### src/rtl/seven_seg_capture.sv
// Captures a multiplexed, active-low seven-segment display bus and publishes one
// decoded frame (hex value, blank and decimal point per digit) once every position has been seen.
module seven_seg_capture #(
  parameter int unsigned STABLE_CYCLES = 16,
  parameter int unsigned NUM_DIGITS    = 6
) (
  input  logic                      clk,
  input  logic                      rst_n,
  input  logic [7:0]                seg_in,
  input  logic [NUM_DIGITS-1:0]     an_in,
  output logic [4*NUM_DIGITS-1:0]   digits_out,
  output logic [NUM_DIGITS-1:0]     blank_out,
  output logic [NUM_DIGITS-1:0]     dp_out,
  output logic                      frame_valid,
  output logic                      decode_err,
  output logic                      an_err
);

  localparam logic [7:0] CNT_MAX = 8'(STABLE_CYCLES - 1);
  localparam logic [7:0] CNT_PRE = 8'(STABLE_CYCLES - 2);

  logic [7:0]              samp_seg, prev_seg, acc_seg;
  logic [NUM_DIGITS-1:0]   samp_an, prev_an, acc_an;
  logic [7:0]              cnt;
  logic                    acc;
  logic                    same;

  logic [NUM_DIGITS-1:0]   seen, seen_nxt;
  logic [4*NUM_DIGITS-1:0] sh_val, sh_val_nxt;
  logic [NUM_DIGITS-1:0]   sh_blank, sh_blank_nxt;
  logic [NUM_DIGITS-1:0]   sh_dp, sh_dp_nxt;

  logic [NUM_DIGITS-1:0]   act;
  logic                    none_act, multi_act;
  logic                    dec_ok, dec_blank;
  logic [3:0]              dec_val;
  logic                    write;

  assign same = (samp_seg == prev_seg) && (samp_an == prev_an);

  // Sample stage and stability counter; acc fires once, as the counter reaches its ceiling.
  always_ff @(posedge clk) begin
    if (!rst_n) begin
      samp_seg <= '1;
      samp_an  <= '1;
      prev_seg <= '1;
      prev_an  <= '1;
      cnt      <= '0;
      acc      <= 1'b0;
      acc_seg  <= '1;
      acc_an   <= '1;
    end else begin
      samp_seg <= seg_in;
      samp_an  <= an_in;
      prev_seg <= samp_seg;
      prev_an  <= samp_an;
      if (!same)
        cnt <= '0;
      else if (cnt != CNT_MAX)
        cnt <= cnt + 8'd1;
      acc <= same && (cnt == CNT_PRE);
      if (same && (cnt == CNT_PRE)) begin
        acc_seg <= samp_seg;
        acc_an  <= samp_an;
      end
    end
  end

  always_comb begin
    act       = ~acc_an;
    none_act  = (act == '0);
    multi_act = ((act & (act - 1'b1)) != '0);
  end

  always_comb begin
    dec_ok    = 1'b1;
    dec_blank = 1'b0;
    dec_val   = 4'h0;
    case (acc_seg[6:0])
      7'h40: dec_val = 4'h0;
      7'h79: dec_val = 4'h1;
      7'h24: dec_val = 4'h2;
      7'h30: dec_val = 4'h3;
      7'h19: dec_val = 4'h4;
      7'h12: dec_val = 4'h5;
      7'h02: dec_val = 4'h6;
      7'h78: dec_val = 4'h7;
      7'h00: dec_val = 4'h8;
      7'h10: dec_val = 4'h9;
      7'h08: dec_val = 4'hA;
      7'h03: dec_val = 4'hB;
      7'h46: dec_val = 4'hC;
      7'h21: dec_val = 4'hD;
      7'h06: dec_val = 4'hE;
      7'h0E: dec_val = 4'hF;
      7'h7F: dec_blank = 1'b1;
      default: dec_ok = 1'b0;
    endcase
  end

  assign write = acc && !none_act && !multi_act && dec_ok;

  always_comb begin
    seen_nxt     = seen;
    sh_val_nxt   = sh_val;
    sh_blank_nxt = sh_blank;
    sh_dp_nxt    = sh_dp;
    for (int unsigned i = 0; i < NUM_DIGITS; i++) begin
      if (write && act[i]) begin
        sh_val_nxt[4*i +: 4] = dec_val;
        sh_blank_nxt[i]      = dec_blank;
        sh_dp_nxt[i]         = ~acc_seg[7];
        seen_nxt[i]          = 1'b1;
      end
    end
  end

  // The completing digit is merged into the published frame on the same edge it is stored.
  always_ff @(posedge clk) begin
    if (!rst_n) begin
      seen        <= '0;
      sh_val      <= '0;
      sh_blank    <= '0;
      sh_dp       <= '0;
      digits_out  <= '0;
      blank_out   <= '1;
      dp_out      <= '0;
      frame_valid <= 1'b0;
      decode_err  <= 1'b0;
      an_err      <= 1'b0;
    end else begin
      frame_valid <= 1'b0;
      decode_err  <= acc && !none_act && !multi_act && !dec_ok;
      an_err      <= acc && multi_act;
      sh_val      <= sh_val_nxt;
      sh_blank    <= sh_blank_nxt;
      sh_dp       <= sh_dp_nxt;
      if (write) begin
        if (&seen_nxt) begin
          digits_out  <= sh_val_nxt;
          blank_out   <= sh_blank_nxt;
          dp_out      <= sh_dp_nxt;
          frame_valid <= 1'b1;
          seen        <= '0;
        end else begin
          seen <= seen_nxt;
        end
      end
    end
  end

endmodule

### config.mk
export PLATFORM = sky130hd
export DESIGN_NAME = seven_seg_capture
export DESIGN_NICKNAME = d
export VERILOG_FILES = /design/src/rtl/seven_seg_capture.sv
export SDC_FILE = /design/constraint.sdc
export NUM_CORES = 1
export LEC_CHECK = 0
export BUFFER_PORTS_ARGS = -buffer_cell sky130_fd_sc_hd__buf_2
export CAP_MARGIN = 20
export CORE_MARGIN = 5
export CORE_UTILIZATION = 25
export DETAILED_ROUTE_END_ITERATION = 6
export PLACE_DENSITY_LB_ADDON = 0.12
export SETUP_SLACK_MARGIN = 0.05
export SYNTH_ARGS = -nofsm -noshare
export SYNTH_HDL_FRONTEND = slang
export SYNTH_SLANG_ARGS = --single-unit
export TNS_END_PERCENT = 1
### constraint.sdc
create_clock -name clk -period 5.13 [get_ports clk]
set_input_delay 0.7695 -clock clk [delete_from_list [all_inputs] [get_ports clk]]
set_output_delay 0.7695 -clock clk [all_outputs]
set_load 0.05 [all_outputs]
==> results of run 1 <==
## layer usage
layer  vias up  wire length, µm  part of all wire [%]  GRT usage (%)
li1       2262                -                     -              -
met1      2210             7872                    48          17.43
met2        77             7507                    46          20.56
met3        16              695                   4.3          2.985
met4         0              184                   1.1          3.955
met5         -                0                     0              0
## state kept, by name (all words and copies together), names as in the netlist, 8 cells and up
register and cells:
digits_out 24, acc_seg 8, samp_seg 8, prev_seg 8
cnt 8, sh_val 24
## power by group
part / internal, mW / switching [mW]
clock network: 0.769 / 0.472
logic: 0.0179 / 0.0248
registers: 1.04 / 0.00771
total: 1.82 / 0.504
## layout by cell type (no fill, tap or decap), types with 21 or more instances in the layout
| master | instances |
|---|---|
| a21oi_1 | 40 |
| buf_2 | 54 |
| dfxtp_1 | 132 |
| mux2i_1 | 21 |
| nand2_1 | 52 |
| nand2b_1 | 31 |
| nand3_1 | 22 |
| nor2_1 | 42 |
| o21ai_0 | 24 |
## area by class of cell
type	count	area, µm²	area share [%]
tap	285	356.6	5.252
sequential	132	2643	38.92
multi-input combinational	415	2821	41.56
clock inverter	10	123.9	1.825
clock buffer	22	484.2	7.132
timing repair buffer	59	307.8	4.534
inverter	14	52.55	0.7741
## kinds of logic (layout without fill, tap and decap cells)
| kind of cell | Yosys count | after routing |
|---|---|---|
| AND/OR/NAND/NOR | 210 | 210 |
| XOR/XNOR | 22 | 22 |
| flip-flops | 132 | 132 |
| buffers and inverters | 60 | 105 |
| AO/OA/AOI/OAI | 159 | 159 |
| adder cells (fa/ha/maj) | 2 | 2 |
| multiplexers | 22 | 22 |
## stage by stage
stage / hold WS [ns] / std cells / utilization, %
finish: 0.4493 / 937 / 30.08
global route: 0.4690 / 937 / 30.08
CTS: 0.4514 / 937 / 30.08
detailed placement: 0.4429 / 905 / 27.38
global placement: 0.4372 / 905 / 27.38
floorplan: 0.4302 / 607 / -
## worst min-delay path, delay by kind of cell, from the launching register on
family | cells | cell delay (ns)
AND/OR/NAND/NOR | 2 | 0.10
flip-flops | 1 | 0.31
## worst min path at each step
stage                          start         end  slack, ns  depth (start not counted)
after floorplan           sh_val[10]  sh_val[10]       0.43                          2
after global placement    sh_val[10]  sh_val[10]       0.44                          2
after detailed placement  sh_val[10]  sh_val[10]       0.44                          2
after CTS                 sh_val[10]  sh_val[10]       0.45                          2
after global routing      sh_val[10]  sh_val[10]       0.47                          2
final                     sh_val[10]  sh_val[10]       0.45                          2
==> run summary, run 1 <==
Status - completed
PortBufs - 54
# Max-Cap Violations - 0
Crit path DAT - 3.41 ns
Site Rows - 55
Initial antenna violation count - 0
PostCTS Resize Cnt - 0
Count leader, synth - dfxtp_1
# fillers - 2,377
GR Util All Layers - 12.91%
RSZ-0062 raised after global routing - false
Final #Nets - 657
Final period utilization - 61.72%
Worst path bufs/invs - 0
Mapped Area - 5729 µm²
GR Overflow Total - 0
Drt initial violations - 289
CTS root buffer - clkbuf_16
Mean Syn Cell Area - 9.439 µm²
GP Congestion - 0.7528
Gate Count Post-Synth - 607
Reg-to-reg setup timing slack - 1.96 ns
Final Worst Setup Slack - 1.964 ns
Area delta synth->final - 18.50%
Vias per inst - 4.872
Fraction of layout cells with a size suffix above 1 - 18.40%
Largest family of logic cells by synthesized area - compound AO/OA/AOI/OAI gates
Max Slew Vio Count - 0
CTS Buf Count - 17
Post-synth EDFFs - 0
Die height - 161.4 µm
CORE AREA - 22,570 µm²
Top cells by count, synth - 132 x dfxtp_1, 52 x nand2_1, 42 x nor2_1
WL final - 16.26 mm
Antenna cells - 0
Hold Vio Cnt, Final - 0
CP Max Fanout - 34
DP HPWL - 10.99 mm
Clk_skew - 0.008416 ns
Fmax - 315.9 MHz
Synth Area in Simple Gates - 19.68%
R2R Path End - digits_out[14]
Crit Path Class - flop to flop
DRC viols - 0
CP Depth - 6
Post-synth cell types - 72
Post-synthesis register bit count - 132
Final setup TNS - 0 ns
Synth Area in Adders - 0.4368%
Routed len/inst - 17.35 µm
Hold WC Path Type - flop to flop
Worst path slowest cell - nor2_4
Mux cell area share after synthesis - 3.865%
Synthesized Nets - 625
Crit path cell chain - nor4bb_1, o21ai_1, and3_1, a31o_2, nor2_4, a311oi_1
Async SR Flop Fraction - 0%
Clock Sinks - 132
Final setup viols - 0
Yosys top cell by area - dfxtp_1
DRT antenna net count - 0
Complex-gate fraction of the synthesized area - 21.90%
Max VDD drop - 0.0001826 V
PwrDens - 342.8 nW/µm²
Reg-to-reg startpoint - acc_seg[0]
Largest net degree at the start of global routing - 55
Yosys Warn Count - 0
Vias in the first global route - 4,526
Slew at the pin closest to its max-slew limit - 1.098 ns
Top cell type's share of synthesized area - 46.12%
Post-Synth XOR/XNOR Area - 3.363%
LEAKAGE - 2.554 nW
I/O pin cnt - 55
CTS clock-pin slew for the worst setup and hold paths - 0.06 ns
Type of origin of the critical path - flop
Vias - 4,565
Final instance area - 6789 µm²
Critical Path End - digits_out[14]
R2R cell count - 6
Clock Tree Buf Depth - 2
CTS Hold Buffers Added - 0
Top cells by area, synth - dfxtp_1 46%, mux2i_1 3.7%, a21oi_1 3.5%
Placed instance area - 6181 µm²
Later-pin clock latency in the skew report - 0.42 ns
Die X - 161.4 µm
Pre-CTS WS - 1.982 ns
H-tree depth - 4
Die area - 26,050 µm²
First-pass GRT wire length - 26.53 mm
Max incr delay on CP - 0.71 ns
Worst endpoint required time - 5.38 ns
CP delay by family, top - simple AND/OR/NAND/NOR gates
CTS tree - built
Worst rel slew slack - 26.68%
CP Capture Type - flop
Initial core utilization - 25.38%
Total Power - 2.327 mW
Setup crit start - acc_seg[0]
First-pass iteration count of the detailed router - 4
Post-CTS setup buffers - 0
Main synth FF type - dfxtp_1
Sequential area share after synthesis - 46.12%
Tmin final - 3.166 ns
(Power assumes the default switching activity.)
==> run 2: changes to the inputs <==
==> constraint.sdc (replaced) <==
create_clock -name clk -period 3.15 [get_ports clk]
set_input_delay 0.4725 -clock clk [delete_from_list [all_inputs] [get_ports clk]]
set_output_delay 0.4725 -clock clk [all_outputs]
set_load 0.05 [all_outputs]
==> run 2 against run 1 <==
Effect of this change:
- sequential share of layout area decreased by 0.47 points
- register-to-register slack got worse by 1.6 ns
- final area increased by 1.2%
- final cell count increased by 1.3%
- via count increased by 1.2%
- clock power increased by 51%
- utilization increased by 0.37 points
- total power increased by 57%
- flip-flop and latch count unchanged
- largest cell class unchanged
- largest power group unchanged
==> run summary, run 2 (synthesis results as in run 1) <==
Internal - 2.873 mW (was 1.823 mW)
Vias per inst - 4.868 (was 4.872)
Later-pin clock latency in the skew report - 0.42 ns (about the same)
DP HPWL - 11.33 mm (was 10.99 mm)
Logic pwr share - 2.0% (was 1.8%)
Pre-CTS WS - 0.3247 ns (was 1.982 ns)
Slew at the pin closest to its max-slew limit - 0.8371 ns (was 1.098 ns)
First-pass GRT wire length - 25.87 mm (was 26.53 mm)
Multi-input logic area - 2821 µm² (unchanged)
Finished Core Util - 30.44% (was 30.08%)
RSZ-0062 raised after global routing - false (unchanged)
Reg-to-reg startpoint - acc_an[4] (was acc_seg[0])
# Max-Cap Violations - 0 (unchanged)
Final setup viols - 0 (unchanged)
Area delta synth->final - 19.94% (was 18.50%)
GR Overflow Total - 0 (unchanged)
GP Congestion - 0.7865 (was 0.7528)
Largest registers - digits_out: 24 flops, sh_val: 24 flops (unchanged)
CP Max Fanout - 30 (was 34)
H-tree depth - 4 (unchanged)
CP Capture Type - flop (unchanged)
Initial core utilization - 25.38% (unchanged)
PwrDens - 530.3 nW/µm² (was 342.8 nW/µm²)
CTS clock-pin slew for the worst setup and hold paths - 0.06 ns (about the same)
HP Start - seg_in[5] (was sh_val[10])
Initial antenna violation count - 0 (unchanged)
Hold WC Path Type - input pin to flop (was flop to flop)
WL final - 16.30 mm (was 16.26 mm)
Sequential power share - 46.6% (was 44.8%)
Die X - 161.4 µm (unchanged)
Site Rows - 55 (unchanged)
Setup crit start - acc_an[4] (was acc_seg[0])
Worst path slowest cell - dfxtp_1 (was nor2_4)
DRT antenna net count - 0 (unchanged)
CTS Hold Buffers Added - 0 (unchanged)
Crit path cell chain - xor2_1, a311o_1, a22oi_4, a31o_2, nor2_4, buf_12, o221a_2 (was nor4bb_1, o21ai_1, and3_1, a31o_2, nor2_4, a311oi_1)
Sw power - 0.7711 mW (was 0.5041 mW)
Placed instance count - 919 (was 905)
I/O pin cnt - 55 (unchanged)
Max VDD drop - 0.0002938 V (was 0.0001826 V)
Max Slew Vio Count - 0 (unchanged)
Largest net degree at the start of global routing - 55 (unchanged)
PostCTS Resize Cnt - 0 (unchanged)
CTS Buf Count - 17 (unchanged)
Final Worst Setup Slack - 0.3225 ns (was 1.964 ns)
Hold Vio Cnt, Final - 0 (unchanged)
Commonest non-fill, non-tap cell in the layout - dfxtp_1 (unchanged)
Status - completed (unchanged)
Final period utilization - 89.76% (was 61.72%)
Clk_skew - 0.01056 ns (was 0.008416 ns)
Antenna cells - 0 (unchanged)
Worst rel slew slack - 44.19% (was 26.68%)
Clock share of power - 51.3% (was 53.3%)
Vias in the first global route - 4,533 (was 4,526)
LEAKAGE - 2.628 nW (was 2.554 nW)
Storage element area - 2643 µm² (unchanged)
First-pass iteration count of the detailed router - 4 (unchanged)
Final setup TNS - 0 ns (unchanged)
Max incr delay on CP - 0.75 ns (was 0.71 ns)
Tmin final - 2.828 ns (was 3.166 ns)
Clock Tree Buf Depth - 2 (unchanged)
CP delay by family, top - compound AO/OA/AOI/OAI gates (was simple AND/OR/NAND/NOR gates)
Vias - 4,620 (was 4,565)
CTS root buffer - clkbuf_16 (unchanged)
Type of origin of the critical path - flop (unchanged)
Drt initial violations - 267 (was 289)
GR Util All Layers - 12.73% (was 12.91%)
Highest-count cells in the layout ignoring fill and taps - 132 x dfxtp_1, 54 x buf_2, 52 x nand2_1 (unchanged)
Post-Layout Cell Count - 949 (was 937)
Crit Path Class - flop to flop (unchanged)
Worst endpoint required time - 3.45 ns (was 5.38 ns)
Fraction of layout cells with a size suffix above 1 - 20.03% (was 18.40%)
Switching share of total power - 21.16% (was 21.66%)
CTS tree - built (unchanged)
Die area - 26,050 µm² (unchanged)
Clock Sinks - 132 (unchanged)
PortBufs - 54 (unchanged)
Fin Hold WS - 0.2344 ns (was 0.4493 ns)
Final #Nets - 671 (was 657)
CORE AREA - 22,570 µm² (unchanged)
DRC viols - 0 (unchanged)
Worst path bufs/invs - 1 (was 0)
Crit path DAT - 3.13 ns (was 3.41 ns)
Post-CTS setup buffers - 0 (unchanged)
Fmax - 353.7 MHz (was 315.9 MHz)
Routed len/inst - 17.17 µm (was 17.35 µm)
Die height - 161.4 µm (unchanged)
# fillers - 2,373 (was 2,377)
-- run 2: worst paths after layout --
path / to / slack (ns) / depth (start not counted)
max: digits_out[12] / 0.32 / 7
min: samp_seg[5] / 0.23 / 2
max reg2reg: digits_out[12] / 0.32 / 7
min reg2reg: sh_val[6] / 0.45 / 2
-- run 2: metrics by stage --
stage	total power, mW	area, µm²
2_1_floorplan	1.782	5729
3_3_place_gp	1.811	6311
3_5_place_dp	1.811	6311
4_1_cts	3.702	6872
5_1_grt	3.775	6872
6_report	3.644	6872
-- run 2: area by class of cell --
class | instances | area share (%)
flip-flops and latches | 132 | 38.46
repair buffers | 73 | 6.373
clock buffers | 21 | 6.992
well taps | 285 | 5.189
inverters | 14 | 0.7647
clock inverters | 9 | 1.165
multi-input cells | 415 | 41.06
-- run 2: worst register-to-register path: stages, from the launching register on --
cell     delay (ns)
dfxtp_1        0.75
xor2_1         0.14
a311o_1        0.46
a22oi_4        0.34
a31o_2         0.41
nor2_4         0.11
buf_12         0.21
o221a_2        0.28
-- run 2: metal layers --
metal	vias up	part of all wire (%)	GRT usage, %
met5	-	0	0
met4	0	1.7	4.304
met3	21	5.4	3.368
met2	104	46	19.89
met1	2207	47	17.07
li1	2288	-	-
-- run 2: power by group through the flow --
stage / clock network [mW] / logic, mW / registers, mW
floorplan: 0 / 0.0496 / 1.73
global placement: 0 / 0.0744 / 1.74
detailed placement: 0 / 0.0749 / 1.74
CTS: 1.93 / 0.0750 / 1.70
global route: 1.99 / 0.0824 / 1.70
finish: 1.87 / 0.0735 / 1.70
==> run 3: changes to the inputs <==
--- a/config.mk
+++ b/config.mk
@@ -9,6 +9,7 @@
 export CAP_MARGIN = 20
 export CORE_MARGIN = 5
 export CORE_UTILIZATION = 25
+export CTS_BUF_LIST = sky130_fd_sc_hd__clkbuf_16
 export DETAILED_ROUTE_END_ITERATION = 6
 export PLACE_DENSITY_LB_ADDON = 0.12
 export SETUP_SLACK_MARGIN = 0.05
==> run 3 against run 2 <==
Effect of this change:
- clock skew down 0.00056 ns
- highest routed layer unchanged
- via count fell by 0.69%
- worst hold slack better by 0.00066 ns
- sequential power about the same
- non-clock buffer count did not move
- largest power group unchanged
- final area fell by 0.58%
- clock power down 5%
- routed wire length decreased by 0.20%
- total power is 2.8% lower
- first-iteration DRC count increased by 0.75%
==> run summary, run 3 (synthesis results as in run 1) <==
Status - completed (unchanged)
Met2 Track Usage GR - 19.89% (unchanged)
Met3 Use GR - 3.368% (unchanged)
CTS Hold Buffers Added - 0 (unchanged)
Later-pin clock latency in the skew report - 0.41 ns (was 0.42 ns)
Clk_skew - 0.01000 ns (was 0.01056 ns)
DRT antenna net count - 0 (unchanged)
CTS tree - built (unchanged)
WL final - 16.27 mm (was 16.30 mm)
Slew at the pin closest to its max-slew limit - 0.8237 ns (was 0.8371 ns)
Fmax - 355.0 MHz (was 353.7 MHz)
LEAKAGE - 2.606 nW (was 2.628 nW)
Routed len/inst - 17.14 µm (was 17.17 µm)
GR Overflow Total - 0 (unchanged)
CP Max Fanout - 30 (unchanged)
First-pass GRT wire length - 25.87 mm (unchanged)
Initial antenna violation count - 0 (unchanged)
Max VDD drop - 0.0002933 V (was 0.0002938 V)
H-tree depth - 4 (unchanged)
CORE AREA - 22,570 µm² (unchanged)
CP Capture Type - flop (unchanged)
Hold EP - samp_seg[5] (unchanged)
Die area - 26,050 µm² (unchanged)
Total Power - 3.543 mW (was 3.644 mW)
I/O pin cnt - 55 (unchanged)
Worst endpoint required time - 3.45 ns (about the same)
Placed instance area - 6311 µm² (unchanged)
Die X - 161.4 µm (unchanged)
R2R Path End - digits_out[12] (unchanged)
Hold WC Path Type - input pin to flop (unchanged)
Vias per inst - 4.835 (was 4.868)
Worst rel slew slack - 45.09% (was 44.19%)
WHS Path Cells - 2 (unchanged)
GP Congestion - 0.7865 (unchanged)
Clock Sinks - 132 (unchanged)
Largest registers - digits_out: 24 flops, sh_val: 24 flops (unchanged)
Antenna cells - 0 (unchanged)
Tmin final - 2.817 ns (was 2.828 ns)
Post-CTS setup buffers - 0 (unchanged)
Initial core utilization - 25.38% (unchanged)
Final setup TNS - 0 ns (unchanged)
Reg-to-reg setup timing slack - 0.33 ns (was 0.32 ns)
PwrDens - 518.7 nW/µm² (was 530.3 nW/µm²)
Final instance area - 6832 µm² (was 6872 µm²)
CTS root buffer - clkbuf_16 (unchanged)
GRT Max-Usage Layer - met2 (unchanged)
Vias in the first global route - 4,533 (unchanged)
PostCTS Resize Cnt - 0 (unchanged)
Crit path DAT - 3.12 ns (was 3.13 ns)
Sw power - 0.7679 mW (was 0.7711 mW)
DP HPWL - 11.33 mm (unchanged)
RSZ-0062 raised after global routing - false (unchanged)
Area delta synth->final - 19.24% (was 19.94%)
# Max-Cap Violations - 0 (unchanged)
Internal - 2.775 mW (was 2.873 mW)
Die height - 161.4 µm (unchanged)
Highest-count cells in the layout ignoring fill and taps - 132 x dfxtp_1, 54 x buf_2, 52 x nand2_1 (unchanged)
Clock share of power - 50.0% (was 51.3%)
Sequential power share - 48.0% (was 46.6%)
Crit Path Class - flop to flop (unchanged)
Largest net degree at the start of global routing - 55 (unchanged)
Logic pwr share - 2.1% (was 2.0%)
Reg-to-reg startpoint - acc_an[4] (unchanged)
Clock Tree Buf Depth - 2 (unchanged)
Final #Nets - 671 (unchanged)
DRC viols - 0 (unchanged)
R2R cell count - 7 (unchanged)
Switching share of total power - 21.67% (was 21.16%)
Fraction of layout cells with a size suffix above 1 - 19.43% (was 20.03%)
Hold Vio Cnt, Final - 0 (unchanged)
M1 GR Usage - 17.07% (unchanged)
First-pass iteration count of the detailed router - 4 (unchanged)
Drt initial violations - 269 (was 267)
Type of origin of the critical path - flop (unchanged)
PortBufs - 54 (unchanged)
Max Slew Vio Count - 0 (unchanged)
Final setup viols - 0 (unchanged)
GR Util All Layers - 12.73% (unchanged)
Commonest non-fill, non-tap cell in the layout - dfxtp_1 (unchanged)
HP Start - seg_in[5] (unchanged)
Site Rows - 55 (unchanged)
Vias - 4,588 (was 4,620)
CTS clock-pin slew for the worst setup and hold paths - 0.06 ns (about the same)
Final period utilization - 89.42% (was 89.76%)
CTS Buf Count - 17 (unchanged)
## run 3: routing by layer
metal,vias up,part of all wire (%)
met5,-,0
met4,0,1.7
met3,21,4.9
met2,96,45
met1,2179,48
li1,2292,-
## run 3: per-stage QoR
stage / setup WS [ns] / hold WS [ns] / utilization (%) / std cells
after floorplan: 1.011 / 0.4302 / - / 607
after global placement: 0.3744 / 0.4419 / 27.96 / 919
after detailed placement: 0.3247 / 0.4444 / 27.96 / 919
after CTS: 0.3076 / 0.2112 / 30.27 / 949
after global routing: 0.1784 / 0.2226 / 30.27 / 949
final: 0.3332 / 0.2351 / 30.27 / 949
## run 3: worst max path at each step
| stage | start | to | cells past startpoint |
|---|---|---|---|
| after global routing | acc_an[4] | digits_out[14] | 7 |
| after detailed placement | acc_an[4] | digits_out[17] | 7 |
| after floorplan | acc_seg[2] | digits_out[12] | 7 |
| final | acc_an[4] | digits_out[12] | 7 |
| after CTS | acc_an[4] | digits_out[12] | 7 |
| after global placement | acc_an[4] | digits_out[12] | 7 |
## run 3: power by group through the flow
stage | sequential [mW] | clock [mW] | combinational, mW
global placement | 1.74 | 0 | 0.0744
global route | 1.70 | 1.89 | 0.0824
floorplan | 1.73 | 0 | 0.0496
finish | 1.70 | 1.77 | 0.0735
CTS | 1.70 | 1.83 | 0.0750
detailed placement | 1.74 | 0 | 0.0749
## run 3: worst max-delay path, cell delays in order, from the launching register on
cell	delay (ns)
dfxtp_1	0.75
xor2_1	0.14
a311o_1	0.46
a22oi_4	0.34
a31o_2	0.41
nor2_4	0.11
buf_12	0.21
o221a_2	0.27
## run 3: final cells by class
class	instances	area, µm²
Clock buffer	17	425.4
Clock inverter	13	95.09
Fill cell	2380	15740
Inverter	14	52.55
Multi-Input combinational cell	415	2821
Sequential cell	132	2643
Tap cell	285	356.6
Timing Repair Buffer	73	437.9
